--- config.mk ---
export PLATFORM = sky130hd
export DESIGN_NAME = cmd_dispatcher
export DESIGN_NICKNAME = d
export VERILOG_FILES = /design/src/rtl/cmd_dispatcher_pkg.sv /design/src/rtl/cmd_dispatcher_lookup.sv /design/src/rtl/cmd_dispatcher.sv
export SDC_FILE = /design/constraint.sdc
export NUM_CORES = 1
export LEC_CHECK = 0
export CORE_ASPECT_RATIO = 1.5
export CORE_MARGIN = 5
export CORE_UTILIZATION = 40
export CTS_BUF_LIST = sky130_fd_sc_hd__clkbuf_8 sky130_fd_sc_hd__clkbuf_16
export DETAILED_ROUTE_END_ITERATION = 12
export GPL_TIMING_DRIVEN = 0
export PLACE_DENSITY_LB_ADDON = 0.12
export SLEW_MARGIN = 40
export SYNTH_ARGS = -nofsm -noshare
export SYNTH_HDL_FRONTEND = slang
export SYNTH_SLANG_ARGS = --single-unit
--- constraint.sdc ---
create_clock -name clk -period 3.45 [get_ports clk]
set_clock_uncertainty 0.2 [all_clocks]
set_input_delay 0.345 -clock clk [delete_from_list [all_inputs] [get_ports clk]]
set_output_delay 0.345 -clock clk [all_outputs]
set_load 0.05 [all_outputs]
--- src/rtl/cmd_dispatcher_pkg.sv ---
// Shared types and helpers for the UART command dispatcher.
package cmd_dispatcher_pkg;

  // Largest table the lookup helper handles: 16 clients, codes up to 32 bits.
  localparam int MAX_CLIENTS = 16;
  localparam int CMD_MAX_W   = 32;
  localparam int TBL_MAX_W   = MAX_CLIENTS * CMD_MAX_W;

  // ASCII NAK, sent back when a received byte matches no client code.
  localparam logic [7:0] DEF_NAK_BYTE = 8'h15;

  typedef enum logic [2:0] {
    ST_IDLE,
    ST_ACTIVE,
    ST_NAK_SEND,
    ST_NAK_WAIT,
    ST_RELEASE
  } disp_state_t;

  // Priority match of code against the first n entries (w bits each) of tbl.
  // Returns {hit, idx[3:0]}; the lowest matching index wins.
  function automatic logic [4:0] cmd_index(input logic [TBL_MAX_W-1:0] tbl,
                                           input logic [CMD_MAX_W-1:0] code,
                                           input int n,
                                           input int w);
    logic [CMD_MAX_W-1:0] mask;
    logic [CMD_MAX_W-1:0] entry;
    logic [4:0]           res;
    mask = (CMD_MAX_W'(1) << w) - CMD_MAX_W'(1);
    res  = '0;
    for (int i = 0; i < MAX_CLIENTS; i++) begin
      entry = tbl[i*w +: CMD_MAX_W] & mask;
      if (i < n && !res[4] && entry == (code & mask)) begin
        res = {1'b1, 4'(i)};
      end
    end
    return res;
  endfunction

endpackage

--- src/rtl/cmd_dispatcher_lookup.sv ---
// Combinational priority match of the received byte against the client code table.
module cmd_dispatcher_lookup
  import cmd_dispatcher_pkg::*;
#(
  parameter int                        N_CLIENTS = 8,
  parameter int                        CMD_W     = 8,
  parameter logic [N_CLIENTS*CMD_W-1:0] CMD_TABLE = '0,
  parameter int                        IDX_W     = 3
) (
  input  logic [CMD_W-1:0] code,
  output logic             hit,
  output logic [IDX_W-1:0] idx
);

  localparam logic [TBL_MAX_W-1:0] TBL_EXT = TBL_MAX_W'(CMD_TABLE);

  logic [4:0] res;

  // Table is a constant, so this reduces to N parallel comparators plus a priority pick.
  always_comb begin
    res = cmd_index(TBL_EXT, CMD_MAX_W'(code), N_CLIENTS, CMD_W);
  end

  assign hit = res[4];
  assign idx = IDX_W'(res[3:0]);

endmodule

--- src/rtl/cmd_dispatcher.sv ---
// UART command dispatcher: decodes a command byte, enables one client until it
// finishes (or times out), muxes that client onto the UART TX, NAKs unknown bytes.
module cmd_dispatcher
  import cmd_dispatcher_pkg::*;
#(
  parameter int                         N_CLIENTS   = 8,
  parameter int                         CMD_W       = 8,
  // Entry 0 is the rightmost byte.
  parameter logic [N_CLIENTS*CMD_W-1:0] CMD_TABLE   = {8'h72, 8'h71, 8'h31, 8'h25,
                                                       8'h24, 8'h23, 8'h22, 8'h21},
  parameter int                         TIMEOUT_CYC = 0,
  parameter int                         NAK_EN      = 1,
  parameter logic [CMD_W-1:0]           NAK_BYTE    = CMD_W'(DEF_NAK_BYTE)
) (
  input  logic                         clk,
  input  logic                         rst,
  input  logic [CMD_W-1:0]             rx_data,
  input  logic                         rx_ready,
  input  logic                         tx_active,
  input  logic [N_CLIENTS-1:0]         client_done,
  input  logic [N_CLIENTS*CMD_W-1:0]   client_tx_data,
  input  logic [N_CLIENTS-1:0]         client_tx_start,
  output logic [N_CLIENTS-1:0]         activate,
  output logic [CMD_W-1:0]             tx_data,
  output logic                         tx_start,
  output logic [CMD_W-1:0]             cur_cmd,
  output logic                         busy,
  output logic                         err_unknown,
  output logic                         err_timeout
);

  localparam int IDX_W = (N_CLIENTS > 1) ? $clog2(N_CLIENTS) : 1;
  localparam int CNT_W = (TIMEOUT_CYC > 0) ? $clog2(TIMEOUT_CYC + 1) : 1;
  localparam logic [CNT_W-1:0]     CNT_LAST = CNT_W'((TIMEOUT_CYC > 0) ? TIMEOUT_CYC - 1 : 0);
  localparam logic [CNT_W-1:0]     CNT_MAX  = '1;
  localparam logic [N_CLIENTS-1:0] ACT_ONE  = N_CLIENTS'(1);

  disp_state_t      state;
  logic [IDX_W-1:0] sel;
  logic [CNT_W-1:0] cnt;
  logic [CMD_W-1:0] tx_data_q;
  logic             lk_hit;
  logic [IDX_W-1:0] lk_idx;
  logic             tmo_hit;

  cmd_dispatcher_lookup #(
    .N_CLIENTS (N_CLIENTS),
    .CMD_W     (CMD_W),
    .CMD_TABLE (CMD_TABLE),
    .IDX_W     (IDX_W)
  ) u_lookup (
    .code (rx_data),
    .hit  (lk_hit),
    .idx  (lk_idx)
  );

  assign busy    = (state != ST_IDLE);
  assign tmo_hit = (TIMEOUT_CYC > 0) && (cnt == CNT_LAST);

  // TX mux: selected client while active, one-shot NAK, otherwise hold last byte.
  always_comb begin
    tx_data  = tx_data_q;
    tx_start = 1'b0;
    if (state == ST_ACTIVE) begin
      tx_data  = client_tx_data[sel*CMD_W +: CMD_W];
      tx_start = client_tx_start[sel];
    end else if (state == ST_NAK_SEND && !tx_active) begin
      tx_data  = NAK_BYTE;
      tx_start = 1'b1;
    end
  end

  // Dispatcher FSM with registered activate, cur_cmd, error pulses and timeout counter.
  always_ff @(posedge clk) begin
    if (rst) begin
      state       <= ST_IDLE;
      sel         <= '0;
      activate    <= '0;
      cur_cmd     <= '0;
      err_unknown <= 1'b0;
      err_timeout <= 1'b0;
      cnt         <= '0;
      tx_data_q   <= '0;
    end else begin
      err_unknown <= 1'b0;
      err_timeout <= 1'b0;
      tx_data_q   <= tx_data;
      if ((state == ST_ACTIVE || state == ST_NAK_WAIT) && cnt != CNT_MAX) begin
        cnt <= cnt + 1'b1;
      end
      case (state)
        ST_IDLE: begin
          if (rx_ready) begin
            if (lk_hit) begin
              state    <= ST_ACTIVE;
              sel      <= lk_idx;
              activate <= ACT_ONE << lk_idx;
              cur_cmd  <= rx_data;
              cnt      <= '0;
            end else begin
              err_unknown <= 1'b1;
              state       <= (NAK_EN != 0) ? ST_NAK_SEND : ST_RELEASE;
            end
          end
        end
        ST_ACTIVE: begin
          // done takes priority over an expiring timeout on the same cycle
          if (client_done[sel]) begin
            activate <= '0;
            cur_cmd  <= '0;
            state    <= ST_RELEASE;
          end else if (tmo_hit) begin
            activate    <= '0;
            cur_cmd     <= '0;
            err_timeout <= 1'b1;
            state       <= ST_RELEASE;
          end
        end
        ST_NAK_SEND: begin
          if (!tx_active) begin
            state <= ST_NAK_WAIT;
            cnt   <= '0;
          end
        end
        ST_NAK_WAIT: begin
          if (tx_active || tmo_hit) begin
            state <= ST_RELEASE;
          end
        end
        ST_RELEASE: begin
          // wait for the trigger byte to clear so it is not decoded twice
          cur_cmd <= '0;
          if (!rx_ready && !tx_active) begin
            state <= ST_IDLE;
          end
        end
        default: state <= ST_IDLE;
      endcase
    end
  end

endmodule

==> flow_metrics.py, run 1 <==
metrics = {
    "synthesis": {
        "synth.top_cell.area_share_pct": 29.44,
        "synthMuxAreaShare_pct": 26.41,
        "ys.flop_type": "dfxtp_1",
        "synth_xor_area_share_pct": 0.4154,
        "avgSynthCellArea_um2": 9.945,
        "synthTopCellsByArea": "dfxtp_1, mux4_2, a21oi_1, nand2_1, mux2_2",
        "synth_fa_ha_area_share_pct": 0,
        "async_flop_share_pct": 0,
        "synth-compound-area-share_pct": 18.10,
        "syn_inst": 212,
        "synth-warning-count": 0,
        "yosys.area.top_type": "dfxtp_1",
        "synth_fp_nets": 304,
        "synth-simple-area-share_pct": 20.95,
        "synth_top_family_by_area": "multiplexers",
        "ys_seq_area_share_pct": 29.44,
        "synth-seq-cells": 31,
        "synthDistinctLibCells": 50,
        "synth_edf_count": 0,
        "syn_area_um2": 2108,
    },
    "layout": {
        "layout-drive-gt1-share_pct": 16.37,
        "diodes": 0,
        "multi_input_area_um2": 1398,
        "final_util_pct": 67.85,
        "layout.nets": 427,
        "nFillCells": 444,
        "seq_area_um2": 620.6,
        "area_growth_syn_to_layout_pct": 64.93,
        "instances_no_fill": 404,
    },
    "placed_design": {
        "gp_congestion": 0.8336,
        "dp.cells": 396,
        "port_buffers": 116,
        "post-dp-hpwl_mm": 5.387,
    },
    "floorplan": {
        "start_util_pct": 41.14,
        "die_w_um": 69.28,
        "die-area_um2": 6852,
        "design.core.area_um2": 5125,
        "fp.dieH_um": 98.92,
        "fp-row-count": 32,
        "io_pins": 120,
    },
    "grt": {
        "global_route.usage.met1_pct": 19.02,
        "groute.usage.overall_pct": 18.59,
        "grt_use_met3_pct": 6.939,
        "grt.busiest_layer": "met2",
        "grt.met2_usage_pct": 34.71,
        "grt_antenna_before_repair": 0,
        "overflow": 0,
        "grt_pass1_wl_mm": 10.56,
        "grt_max_degree": 11,
        "grt_pass1_vias": 2317,
    },
    "clocking": {
        "cts.sinks": 31,
        "clk_latency_ps": 280,
        "cts_root_buffer": "clkbuf_8",
        "htreeDepth": 2,
        "cts_buffers": 5,
        "clock_path_buffers": 2,
        "tritoncts": "done",
        "clk_pin_slew_ps": 60,
    },
    "power_and_ir_drop": {
        "p_per_area_nw_per_um2": 306.6,
        "ir_worst_vdd_v": 0.0001427,
        "leakagePower_nw": 1.211,
    },
    "drt": {
        "wl_per_cell_um": 15.82,
        "drt-vias-per-instance": 5.413,
        "wirelength_mm": 6.392,
        "antenna_left": 0,
        "dr.pass1.iters": 4,
        "route.detailed.drc": 0,
        "drt-initial-drc-count": 147,
        "vias": 2187,
    },
    "flow_run": {
        "max_cap_violations": 0,
    },
    "outcome": {
        "outcome": "completed",
    },
    "sta": {
        "slew_headroom_pct": 54.71,
        "fin_crit_ps": 3188,
        "rsz0062_at_grt": "no",
        "setup_violations": 0,
        "finalHoldViolCount": 0,
        "fmax_mhz": 313.7,
        "tns_ps": 0,
        "worst_slew_pin_slew_ps": 679.4,
        "finalCritPeriodShare_pct": 92.41,
        "finalMaxSlewViolations": 0,
    },
    "min_path": {
        "min_to": "cur_cmd[1]",
        "min_from": "rx_data[1]",
        "min_path_type": "input port to flip-flop",
        "min_path_cells": 2,
    },
    "setup_path": {
        "path_class": "flip-flop to output port",
        "ff2ff_path_depth": 5,
        "worstPathArrival_ps": 2640,
        "cp-startpoint": "sel[0]",
        "critPathLaunchType": "flip-flop",
        "rr_startpoint": "sel[0]",
        "r2r_end": "cur_cmd[1]",
        "worstSetupEndpointType": "output port",
        "cp_max_fo": 10,
        "r2r_setup_slack_ps": 1120,
        "cp.required_ps": 2900,
    },
}
## metrics by stage
stage	hold slack (ps)	total power, W	instance area, µm²	worst slack [ps]
2_1_floorplan	239.6	0.0005546	2108	717.3
3_3_place_gp	237.0	0.0007123	3354	68.72
3_5_place_dp	243.2	0.0007163	3359	55.58
4_1_cts	112.6	0.001074	3472	57.60
5_1_grt	146.2	0.001113	3477	69.13
6_report	124.6	0.001066	3477	261.9
## worst max path at each step
stage            endpoint
2_1_floorplan    tx_start
3_3_place_gp   tx_data[6]
3_5_place_dp   tx_data[6]
4_1_cts        tx_data[6]
5_1_grt          tx_start
6_report       tx_data[6]
## final cells by class
cell class / count / share of cell area, %
well taps: 68 / 2.447
repair buffers: 116 / 33.21
flip-flops and latches: 31 / 17.85
clock inverters: 2 / 1.008
plain buffers: 17 / 2.591
multi-input cells: 161 / 40.19
inverters: 3 / 0.3239
clock buffers: 6 / 2.375
## cell usage in the layout (no fill, tap or decap), types with 2 or more instances in the layout
master	count
clkdlybuf4s50_1	111
dfxtp_1	31
nand2_1	23
mux4_2	20
a21oi_1	19
clkbuf_1	9
nor2_1	9
nand3_1	9
nand4b_1	6
clkbuf_8	6
mux2_2	5
mux2i_1	5
a22o_1	5
dlygate4sd2_1	5
nand2b_1	4
o21ai_0	4
or3b_2	4
a211oi_1	4
inv_1	3
a21o_1	3
a31oi_1	3
and2_1	3
or2_2	2
clkbuf_4	2
nor2b_1	2
buf_2	2
nor3b_2	2
nand4_1	2
buf_4	2
o41ai_1	2
a211o_1	2
o31ai_1	2
## cells by family after synthesis
kind of cell,count (synthesis)
other cells,1
buf+inv,20
compound gates,54
flops,31
mux,30
xor+xnor,1
simple gates,75
## worst max-delay path: stages (launching register included)
cell	delay (ps)
dfxtp_1	400
clkbuf_4	290
clkbuf_4	300
mux4_2	520
mux2_2	280
nand2_1	80
nand2_1	70
dlygate4sd2_1	420
## routing by layer
layer  share of wire [%]  vias up
met3                  11       12
met2                  53      124
met5                   0        -
li1                    -     1063
met1                  35      988
met4                 1.1        0
## cells in the mapped netlist, types with 2 or more instances
| cell type | instances |
|---|---|
| dfxtp_1 | 31 |
| nand2_1 | 23 |
| mux4_2 | 20 |
| a21oi_1 | 19 |
| clkbuf_1 | 10 |
| nand3_1 | 9 |
| nor2_1 | 9 |
| nand4b_1 | 6 |
| a22o_1 | 5 |
| mux2_2 | 5 |
| mux2i_1 | 5 |
| a211oi_1 | 4 |
| buf_2 | 4 |
| nand2b_1 | 4 |
| o21ai_0 | 4 |
| or3b_2 | 4 |
| a21o_1 | 3 |
| a31oi_1 | 3 |
| and2_1 | 3 |
| inv_1 | 3 |
| a211o_1 | 2 |
| buf_4 | 2 |
| nand4_1 | 2 |
| nor2b_1 | 2 |
| nor3b_1 | 2 |
| o31ai_1 | 2 |
| o41ai_1 | 2 |
| or2_2 | 2 |
## timing repair
item / in CTS / in global routing
buffers inserted: 0 / 0
hold buffers: 0 / 0
cloned: 0 / 0
gates resized for setup: 6 / 2
endpoints found under the setup margin: 5 / 2
## where the power goes
part,switching [W],leakage (nW),internal [W]
registers,0.00000796,0.251,0.000372
clock network,0.000132,0.0612,0.000233
logic,0.000155,0.898,0.000166
total,0.000295,1.21,0.000771
## flip-flops by register name, indices dropped and copies added, names as in the netlist
name         flops
cur_cmd          8
activate         8
sel              3
tx_data_q        8
state            3
err_unknown      1
Note: power is estimated with default switching activity, not from simulation.
==> inputs of run 2 (changes only) <==
--- a/config.mk
+++ b/config.mk
@@ -7,7 +7,7 @@
 export LEC_CHECK = 0
 export CORE_ASPECT_RATIO = 1.5
 export CORE_MARGIN = 5
-export CORE_UTILIZATION = 40
+export CORE_UTILIZATION = 35
 export CTS_BUF_LIST = sky130_fd_sc_hd__clkbuf_8 sky130_fd_sc_hd__clkbuf_16
 export DETAILED_ROUTE_END_ITERATION = 12
 export GPL_TIMING_DRIVEN = 0
==> run 2 against run 1 <==
Against the previous run:
- design area decreased by 0.97%
- core utilization decreased by 8.8 points
- clock-buffer cell count decreased by 1
- critical path depth unchanged
- wire length decreased by 2.0%
- non-clock buffer count unchanged
- combinational power about the same
- fmax decreased by 1.8%
- final cell count increased by 0.99%
- sequential share of layout area increased by 0.18 points
- die area increased by 12%
- first-iteration DRC count decreased by 48%
- critical endpoint unchanged
- largest power group unchanged
==> flow_metrics.py, run 2 (synthesized netlist as in run 1, its figures left out) <==
metrics = {
    "sta": {
        "finalMaxSlewViolations": 0,
        "fin_crit_ps": 3246,
        "fmax_mhz": 308.1,
        "slew_headroom_pct": 56.55,
        "setup_slack_ps": 204.4,
        "finalHoldViolCount": 0,
        "worst_slew_pin_slew_ps": 648.8,
        "setup_violations": 0,
        "finalCritPeriodShare_pct": 94.08,
        "rsz0062_at_grt": "no",
        "tns_ps": 0,
    },
    "layout": {
        "mostFrequentLayoutCells": "clkdlybuf4s50_1, dfxtp_1, nand2_1",
        "top_regs": "activate: 8 flops, cur_cmd: 8 flops, tx_data_q: 8 flops",
        "final_util_pct": 59.08,
        "layout-drive-gt1-share_pct": 15.77,
        "diodes": 0,
        "layout.nets": 427,
        "final_common_cell": "clkdlybuf4s50_1",
        "nFillCells": 546,
        "area_growth_syn_to_layout_pct": 63.32,
    },
    "setup_path": {
        "worstSetupEndpointType": "output port",
        "critPathSlowestCell": "mux4_2",
        "rr_startpoint": "sel[0]",
        "max_stage_delay_ps": 520,
        "path_class": "flip-flop to output port",
        "cp.required_ps": 2900,
        "cpMostUsedCell": "nand2_1",
        "cp_max_fo": 10,
        "critPathLaunchType": "flip-flop",
        "crit_chain": "buf_2 > clkbuf_4 > mux4_2 > mux2_2 > nand2_1 > nand2_1 > dlygate4sd2_1",
        "worstPathArrival_ps": 2700,
        "cp-startpoint": "sel[0]",
    },
    "drt": {
        "wl_per_cell_um": 15.36,
        "antenna_left": 0,
        "drt-initial-drc-count": 76,
        "wirelength_mm": 6.266,
        "dr.pass1.iters": 4,
        "route.detailed.drc": 0,
        "vias": 2172,
        "drt-vias-per-instance": 5.324,
    },
    "clocking": {
        "post-cts-setup-buffers": 0,
        "cts_buffers": 5,
        "clk_latency_ps": 290,
        "cts.sinks": 31,
        "clock_path_buffers": 2,
        "clk_pin_slew_ps": 60,
        "tritoncts": "done",
        "hold_buffers": 0,
        "cts_root_buffer": "clkbuf_8",
        "htreeDepth": 2,
    },
    "power_and_ir_drop": {
        "leakagePower_nw": 1.201,
        "p_total_w": 0.0009690,
        "p_per_area_nw_per_um2": 281.4,
        "ir_worst_vdd_v": 0.0001147,
    },
    "grt": {
        "grt_max_degree": 11,
        "overflow": 0,
        "grt_pass1_vias": 2259,
        "grt_antenna_before_repair": 0,
        "groute.usage.overall_pct": 16.23,
        "grt_pass1_wl_mm": 9.929,
    },
    "floorplan": {
        "die-area_um2": 7708,
        "io_pins": 120,
        "fp-row-count": 34,
        "design.core.area_um2": 5828,
        "fp.dieH_um": 105.1,
        "die_w_um": 73.37,
        "start_util_pct": 36.17,
    },
    "placed_design": {
        "post-dp-hpwl_mm": 5.270,
        "pre_cts_slack_ps": 88.97,
        "gp_congestion": 0.8609,
        "port_buffers": 116,
    },
    "min_path": {
        "min_from": "rx_data[1]",
        "min_path_type": "input port to flip-flop",
    },
    "outcome": {
        "outcome": "completed",
    },
    "flow_run": {
        "max_cap_violations": 0,
    },
}
==> run 2: cell types whose count changed in the layout (fill, tap and decap cells not counted), sizes merged <==
cell    before  now
bufinv       1    0
clkbuf      18   16
inv          3    5
buf          5    6
==> run 2: per-layer routing <==
metal | global-route usage [%] | share of wire [%] | vias to the layer above
li1 | - | - | 1060
met1 | 15.65 | 35 | 996
met2 | 30.15 | 52 | 111
met3 | 7.109 | 12 | 5
met4 | 4.663 | 1.2 | 0
met5 | 0 | 0 | -
==> run 2: report_power, final <==
group	leakage, nW	switching [W]	internal [W]
Combinational	0.899	0.000155	0.000166
Sequential	0.251	0.00000800	0.000372
Clock	0.0505	0.000133	0.000135
Total	1.20	0.000296	0.000673
==> run 2: through the flow <==
| stage | hold slack (ps) | area (µm²) | instances |
|---|---|---|---|
| 2_1_floorplan | 239.6 | 2108 | 212 |
| 3_3_place_gp | 240.7 | 3359 | 400 |
| 3_5_place_dp | 247.2 | 3364 | 400 |
| 4_1_cts | 107.9 | 3441 | 408 |
| 5_1_grt | 130.0 | 3443 | 408 |
| 6_report | 113.1 | 3443 | 408 |
==> run 2: final timing paths <==
check                  to  depth (start not counted)  slack (ps)
min reg2reg  tx_data_q[1]                          2         260
min            cur_cmd[1]                          2         110
max reg2reg    cur_cmd[2]                          5        1090
max            tx_data[6]                          7         200
==> run 2: repair_timing <==
action	4_1_cts	5_1_grt
resized for setup	6	1
endpoints found under the setup margin	5	4
gates cloned	0	0
==> run 2: final cells by class <==
cell class	count	area (µm²)	share of cell area, %
inverter	3	11.26	0.3270
timing repair buffer	116	1155	33.54
clock inverter	3	12.51	0.3634
buffer	17	87.58	2.544
multi-input combinational	161	1398	40.59
tap	72	90.09	2.616
clock buffer	5	68.82	1.999
sequential	31	620.6	18.02
==> run 2: critical path: cells and delay by family, from the launching register on <==
kind,cells,cell delay (ps)
buffers and inverters,3,1080
multiplexers,2,790
flip-flops,1,390
AND/OR/NAND/NOR,2,150
==> inputs of run 3 (changes only) <==
--- a/config.mk
+++ b/config.mk
@@ -6,7 +6,7 @@
 export NUM_CORES = 1
 export LEC_CHECK = 0
 export CORE_ASPECT_RATIO = 1.5
-export CORE_MARGIN = 5
+export CORE_MARGIN = 2
 export CORE_UTILIZATION = 35
 export CTS_BUF_LIST = sky130_fd_sc_hd__clkbuf_8 sky130_fd_sc_hd__clkbuf_16
 export DETAILED_ROUTE_END_ITERATION = 12
==> run 3 against run 2 <==
Against the previous run:
- via count is 0.28% lower
- sequential power hardly changed
- design area is 0.87% higher
- non-clock buffer count stayed put
- clock power is 16% higher
- worst setup slack better by 8.0 ps
- total power is 4.7% higher
- register-to-register slack better by 40 ps
- hold slack better by 2.2 ps
- critical endpoint is now tx_data[7]
- wire length is 4.2% lower
- die area is 13% lower
==> flow_metrics.py, run 3 (synthesized netlist as in run 1, its figures left out) <==
metrics = {
    "layout": {
        "layout.nets": 427,
        "nFillCells": 514,
        "mostFrequentLayoutCells": "clkdlybuf4s50_1, dfxtp_1, nand2_1",
        "diodes": 0,
        "final_common_cell": "clkdlybuf4s50_1",
        "top_regs": "activate: 8 flops, cur_cmd: 8 flops, tx_data_q: 8 flops",
        "area_growth_syn_to_layout_pct": 64.75,
        "layout-drive-gt1-share_pct": 16.07,
    },
    "setup_path": {
        "worstPathArrival_ps": 2690,
        "cp.required_ps": 2900,
        "r2r_setup_slack_ps": 1130,
        "critPathLaunchType": "flip-flop",
        "worstSetupEndpointType": "output port",
        "path_class": "flip-flop to output port",
        "cp_max_fo": 10,
    },
    "outcome": {
        "outcome": "completed",
    },
    "clocking": {
        "cts_buffers": 5,
        "hold_buffers": 0,
        "cts.sinks": 31,
        "tritoncts": "done",
        "clock_path_buffers": 2,
        "clk_pin_slew_ps": 60,
        "clk_latency_ps": 280,
        "htreeDepth": 2,
        "cts_root_buffer": "clkbuf_8",
    },
    "flow_run": {
        "max_cap_violations": 0,
    },
    "floorplan": {
        "io_pins": 120,
        "die_w_um": 67.37,
        "fp-row-count": 34,
        "fp.dieH_um": 99.06,
        "die-area_um2": 6673,
        "design.core.area_um2": 5828,
        "start_util_pct": 36.17,
    },
    "drt": {
        "dr.pass1.iters": 4,
        "drt-vias-per-instance": 5.309,
        "route.detailed.drc": 0,
        "wl_per_cell_um": 14.71,
        "wirelength_mm": 6.002,
        "drt-initial-drc-count": 133,
        "vias": 2166,
        "antenna_left": 0,
    },
    "sta": {
        "setup_violations": 0,
        "worst_slew_pin_slew_ps": 653.0,
        "finalHoldViolCount": 0,
        "finalCritPeriodShare_pct": 93.84,
        "finalMaxSlewViolations": 0,
        "rsz0062_at_grt": "no",
        "fmax_mhz": 308.9,
        "hold_ws_ps": 115.3,
        "tns_ps": 0,
        "slew_headroom_pct": 56.47,
        "fin_crit_ps": 3238,
    },
    "grt": {
        "grt_antenna_before_repair": 0,
        "grt_pass1_wl_mm": 10.12,
        "overflow": 0,
        "groute.usage.overall_pct": 19.42,
        "grt_max_degree": 11,
        "grt_pass1_vias": 2308,
    },
    "placed_design": {
        "post-dp-hpwl_mm": 4.939,
        "gp_congestion": 0.7931,
        "port_buffers": 116,
    },
    "power_and_ir_drop": {
        "leakagePower_nw": 1.238,
        "p_per_area_nw_per_um2": 292.1,
        "ir_worst_vdd_v": 0.0001233,
    },
    "min_path": {
        "min_path_type": "input port to flip-flop",
    },
}
run 3: worst paths after layout:
kind | cells past startpoint | end | start
max | 6 | tx_data[7] | sel[0]
min | 2 | cur_cmd[1] | rx_data[1]
max reg2reg | 5 | cur_cmd[1] | sel[0]
min reg2reg | 1 | cur_cmd[5] | cur_cmd[5]
run 3: routing by layer:
metal	share of wire, %	GRT usage (%)	vias up
li1	-	-	1060
met1	37	20.81	1004
met2	52	34.58	95
met3	9.2	6.393	7
met4	1.5	6.750	0
met5	0	0	-
run 3: per-stage QoR:
step           std cells  area, µm²  util [%]  setup WS [ps]  power [W]
3_3_place_gp         400       3359     57.64          50.60  0.0007119
3_5_place_dp         400       3364     57.73         -21.26  0.0007149
4_1_cts              408       3466     59.47          1.593   0.001025
6_report             408       3473     59.60          212.4   0.001014
5_1_grt              408       3473     59.60          33.21   0.001061
2_1_floorplan        212       2108         -          717.3  0.0005546
run 3: critical path, stage by stage (launching register included):
cell             delay (ps)
dfxtp_1                 400
buf_2                   340
mux4_2                  540
mux2_2                  270
nand2_1                  80
nand2_1                  50
clkdlybuf4s50_1         730
run 3: area by class of cell:
class                   instances  area (µm²)  area share, %
multi-input cells             161        1398          40.24
inverters                       3       11.26         0.3242
clock buffers                   7       96.34          2.774
plain buffers                  17       87.58          2.522
well taps                      72       90.09          2.594
clock inverters                 1       3.754         0.1081
repair buffers                116        1166          33.57
flip-flops and latches         31       620.6          17.87
run 3: timing repair:
action | in CTS | in global routing
endpoints found under the setup margin | 5 | 3
buffers inserted | 0 | 0
gates resized for setup | 4 | 3
run 3: report_power, final:
group	switching (W)	total [W]	internal, W
sequential	0.00000813	0.000380	0.000372
combinational	0.000154	0.000324	0.000170
clock	0.000132	0.000311	0.000179
